### config.mk
export PLATFORM = sky130hd
export DESIGN_NAME = imm_extend_arbiter
export DESIGN_NICKNAME = d
export VERILOG_FILES = /design/src/rtl/imm_pkg.sv /design/src/rtl/imm_extend_unit.sv /design/src/rtl/imm_extend_arbiter.sv
export SDC_FILE = /design/constraint.sdc
export NUM_CORES = 1
export LEC_CHECK = 0
export BUFFER_PORTS_ARGS = -buffer_cell sky130_fd_sc_hd__buf_4
export CORE_AREA = 2 2 135 137
export CTS_CLUSTER_DIAMETER = 120
export DETAILED_ROUTE_END_ITERATION = 10
export DIE_AREA = 0 0 137 139
export PLACE_DENSITY_LB_ADDON = 0.15
export SLEW_MARGIN = 0
export SYNTH_ARGS = -nofsm -noshare
export SYNTH_HDL_FRONTEND = slang
export SYNTH_HIERARCHICAL = 1
export SYNTH_SLANG_ARGS = --single-unit
### constraint.sdc
create_clock -name clk -period 4.63 [get_ports clk]
set_input_delay 0.6945 -clock clk [delete_from_list [all_inputs] [get_ports clk]]
set_output_delay 0.6945 -clock clk [all_outputs]
set_load 0.01 [all_outputs]
### src/rtl/imm_pkg.sv
`default_nettype none
// ============================================================================
// Module   : imm_pkg
// Brief    : Shared widths and immediate-format encoding for imm_extend_arbiter.
// Revision : 1.0 - initial release
// ============================================================================
package imm_pkg;

  localparam int XLEN    = 64;
  localparam int INSTR_W = 32;

  typedef enum logic [1:0] {
    FMT_B  = 2'd0,
    FMT_CB = 2'd1,
    FMT_D  = 2'd2,
    FMT_I  = 2'd3
  } imm_fmt_t;

endpackage
`default_nettype wire

### src/rtl/imm_extend_unit.sv
`default_nettype none
// ============================================================================
// Module   : imm_extend_unit
// Brief    : Combinational immediate extraction/extension and PC-relative add.
// Revision : 1.0 - initial release
// ============================================================================
module imm_extend_unit
  import imm_pkg::*;
(
  input  logic [INSTR_W-1:0] instr,
  input  logic [XLEN-1:0]    pc,
  input  logic [1:0]         fmt,
  output logic [XLEN-1:0]    value
);

  logic [XLEN-1:0] w_sextB;
  logic [XLEN-1:0] w_sextCb;
  logic [XLEN-1:0] w_sextD;
  logic [XLEN-1:0] w_zextI;
  logic            w_unused;

  assign w_sextB  = {{(XLEN-26){instr[25]}}, instr[25:0]};
  assign w_sextCb = {{(XLEN-19){instr[23]}}, instr[23:5]};
  assign w_sextD  = {{(XLEN-9){instr[20]}}, instr[20:12]};
  assign w_zextI  = {{(XLEN-12){1'b0}}, instr[21:10]};

  // Opcode bits never contribute to any immediate.
  assign w_unused = &{1'b0, instr[31:26]};

  always_comb begin
    value = '0;
    case (imm_fmt_t'(fmt))
      FMT_B:   value = pc + {w_sextB[XLEN-3:0], 2'b00};
      FMT_CB:  value = pc + {w_sextCb[XLEN-3:0], 2'b00};
      FMT_D:   value = w_sextD;
      FMT_I:   value = w_zextI;
      default: value = '0;
    endcase
  end

endmodule
`default_nettype wire

### src/rtl/imm_extend_arbiter.sv
`default_nettype none
// ============================================================================
// Module   : imm_extend_arbiter
// Brief    : Two-port round-robin front end to one immediate/branch-target
//            unit, with a registered valid/ready result tagged by requester.
// Revision : 1.0 - initial release
// ============================================================================
module imm_extend_arbiter
  import imm_pkg::*;
(
  input  logic               clk,
  input  logic               reset_n,
  input  logic               req0_valid,
  output logic               req0_ready,
  input  logic [XLEN-1:0]    req0_pc,
  input  logic [INSTR_W-1:0] req0_instr,
  input  logic [1:0]         req0_fmt,
  input  logic               req1_valid,
  output logic               req1_ready,
  input  logic [XLEN-1:0]    req1_pc,
  input  logic [INSTR_W-1:0] req1_instr,
  input  logic [1:0]         req1_fmt,
  output logic               out_valid,
  input  logic               out_ready,
  output logic [XLEN-1:0]    out_value,
  output logic               out_id
);

  logic               r_prio;
  logic               r_outValid;
  logic [XLEN-1:0]    r_outValue;
  logic               r_outId;

  logic               w_slotFree;
  logic               w_grant0;
  logic               w_grant1;
  logic               w_anyGrant;
  logic [XLEN-1:0]    w_selPc;
  logic [INSTR_W-1:0] w_selInstr;
  logic [1:0]         w_selFmt;
  logic [XLEN-1:0]    w_extValue;

  assign w_slotFree = !r_outValid || out_ready;

  // reset_n gating keeps both readies low while the block is held in reset.
  assign w_grant0   = reset_n && w_slotFree && req0_valid && (!req1_valid || !r_prio);
  assign w_grant1   = reset_n && w_slotFree && req1_valid && (!req0_valid ||  r_prio);
  assign w_anyGrant = w_grant0 || w_grant1;

  assign req0_ready = w_grant0;
  assign req1_ready = w_grant1;

  assign w_selPc    = w_grant1 ? req1_pc    : req0_pc;
  assign w_selInstr = w_grant1 ? req1_instr : req0_instr;
  assign w_selFmt   = w_grant1 ? req1_fmt   : req0_fmt;

  imm_extend_unit u_ext (
    .instr (w_selInstr),
    .pc    (w_selPc),
    .fmt   (w_selFmt),
    .value (w_extValue)
  );

  always_ff @(posedge clk or negedge reset_n) begin
    if (!reset_n) begin
      r_prio <= 1'b0;
    end else if (w_anyGrant) begin
      r_prio <= w_grant0;
    end
  end

  always_ff @(posedge clk or negedge reset_n) begin
    if (!reset_n) begin
      r_outValid <= 1'b0;
      r_outValue <= '0;
      r_outId    <= 1'b0;
    end else if (w_slotFree) begin
      r_outValid <= w_anyGrant;
      if (w_anyGrant) begin
        r_outValue <= w_extValue;
        r_outId    <= w_grant1;
      end
    end
  end

  assign out_valid = r_outValid;
  assign out_value = r_outValue;
  assign out_id    = r_outId;

endmodule
`default_nettype wire

==> results.md <==
* Status: completed
* Synth Net Count at 1,228
* Period utilisation layout at 97.46%
* Min-delay src: out_id$_DFFE_PN0P_
* Most frequent cells in the layout: buf_4, mux2_2, nand2_1
* Tot GR Track Use at 28.35%
* Crit-path slowest cell: dfrtp_1
* Hold path depth at 1
* Clock transition at the registers of the reported paths at 0.06 ns
* Max_cap viols at 0
* Commonest non-fill, non-tap cell in the layout: buf_4
* Slew @ Worst Pin at 0.9472 ns
* Max-slew violation count at 0
* Initial Utilization at 46.64%
* 1st-iter DRT viols at 496
* Worst min-delay path category: flop to flop
* Core area at 17,660 um2
* Netlist Area Pre-Place at 8235 um2
* Synthesized instance count at 964
* CP max stage delay at 0.41 ns
* Layout area overhead at 50.70%
* H-tree depth at 3
* Reg2reg path depth at 19
* # DRC at 0
* Peak VDD IR at 0.0002422 V
* Clock Tree Root: clkbuf_16
* Row count at 49
* WP data required at 4.86 ns
* Vias at 8,957
* Share of layout cells above drive strength 1 at 51.46%
* Setup crit start kind: flop
* Worst path depth at 19
* Vias in the first global route at 8,905
* Largest net degree at the start of global routing at 84
* Die Y-Extent at 139 um
* Detail Route Antenna Nets at 0
* DPL Wire Length at 21,670 um
* I/O Pins at 269
* Final Setup Violations at 0
* Die X at 137 um
* Largest delay contributor family on the critical path: compound AO/OA/AOI/OAI gates
* Yosys warnings at 6
* TritonRoute pass-1 iters at 5
* Fmax at 221.6 MHz
* Final Hold Viols at 0
* Net total in the final layout at 1,660
* CP cell instances: nand2b_1 > nand4_4 > mux2_2 > inv_2 > nand2_8 > buf_4 > a21boi_2 > bufinv_8 > ha_1 > a21oi_2 > o21bai_1 > a21oi_2 > nand2_1 > o31a_1 > a211oi_4 > o31a_1 > xor2_1 > o21ai_0 > mux2_2
* Final Instance Count excl. Fillers at 1,630
* Rel. slew slack at 36.85%
* Power per Cell Area at 376.1 nW/um2
* TritonCTS clock tree: yes
* Worst Setup SP: r_prio$_DFFE_PN0P_
* Total grt overflow at 0
* Num CTS Buffers at 9
* Antenna violations before repair at 0
* Port Buffers at 256
* N_diodes at 0
* WP buf/inv at 3
* Global placer's final weighted congestion at 0.9512
* Setup CP Type: flop to flop
* Crit path arrival time at 4.75 ns
* Hold slack at 0.4778 ns
* Die area at 19,040 um2
* Clk_lat worst skew at 0.35 ns
* Fill cells at 1,485
* Clock buffer depth at 2
* LEAKAGE at 5.955 nW
* Vias per Instance at 5.495
* WL final at 27,440 um
* Minimum clock period at 4.512 ns
* Clk sinks at 67
* Setup crit end kind: flop
* Clk_skew at 0.005423 ns
* Syn avg cell area at 8.543 um2
* Inst Count DP at 1,612
* R2r startpoint: r_prio$_DFFE_PN0P_
* Routed len/inst at 16.83 um
* Global-route wire length before repair at 43,330 um
* CP max FO at 19
[per-layer routing]
layer | wire length [um] | GRT usage, %
met1 | 12300 | 37.57
met2 | 13300 | 48.26
met3 | 1378 | 3.655
met4 | 459 | 7.488
met5 | 0 | 0
[flip-flops by register name, summed over array words and instances (netlist names)]
name       flops
out_value     64
out_id         1
out_valid      1
r_prio         1
[path summary, 6_finish.rpt]
path / to / slack, ns
min in group asynchronous: out_id$_DFFE_PN0P_ / 0.60
setup reg to reg: out_value[50]$_DFFE_PN0P_ / 0.12
setup / recovery: out_value[50]$_DFFE_PN0P_ / 0.12
hold / removal: out_id$_DFFE_PN0P_ / 0.48
hold reg to reg: out_id$_DFFE_PN0P_ / 0.48
max in group asynchronous: out_value[34]$_DFFE_PN0P_ / 3.40
[final cells by class]
cell class	count	area [um2]	share of cell area [%]
timing repair buffer	482	3643	29.36
inverter	22	96.34	0.7763
multi-input combinational	814	6379	51.40
clock buffer	12	256.5	2.067
clock inverter	4	72.57	0.5847
tap	229	286.5	2.309
sequential	67	1677	13.51
[through the flow]
step,cell area (um2),worst slack [ns],TNS (ns),total power [mW],utilization (%)
after detailed placement,11980,-0.1889,-2.317,3.817,67.82
after floorplan,8391,-0.006117,-0.01160,2.489,-
after global routing,12410,-0.06028,-0.1628,4.988,70.29
after global placement,11980,-0.1028,-0.7574,3.764,67.82
final,12410,0.1178,0,4.668,70.29
after CTS,12300,0.1129,0,4.635,69.69
[where the power goes]
group / internal [mW] / switching [mW] / leakage (nW)
sequential: 0.816 / 0.124 / 0.821
combinational: 1.57 / 1.37 / 4.98
clock: 0.501 / 0.290 / 0.159
total: 2.88 / 1.78 / 5.96
[repair_timing]
| action | CTS | global route |
|---|---|---|
| endpoints found under the setup margin | 0 | 23 |
| gates resized for setup | 0 | 30 |
| setup buffers | 0 | 2 |
| hold buffers | 0 | 0 |
(Power assumes the default switching activity.)
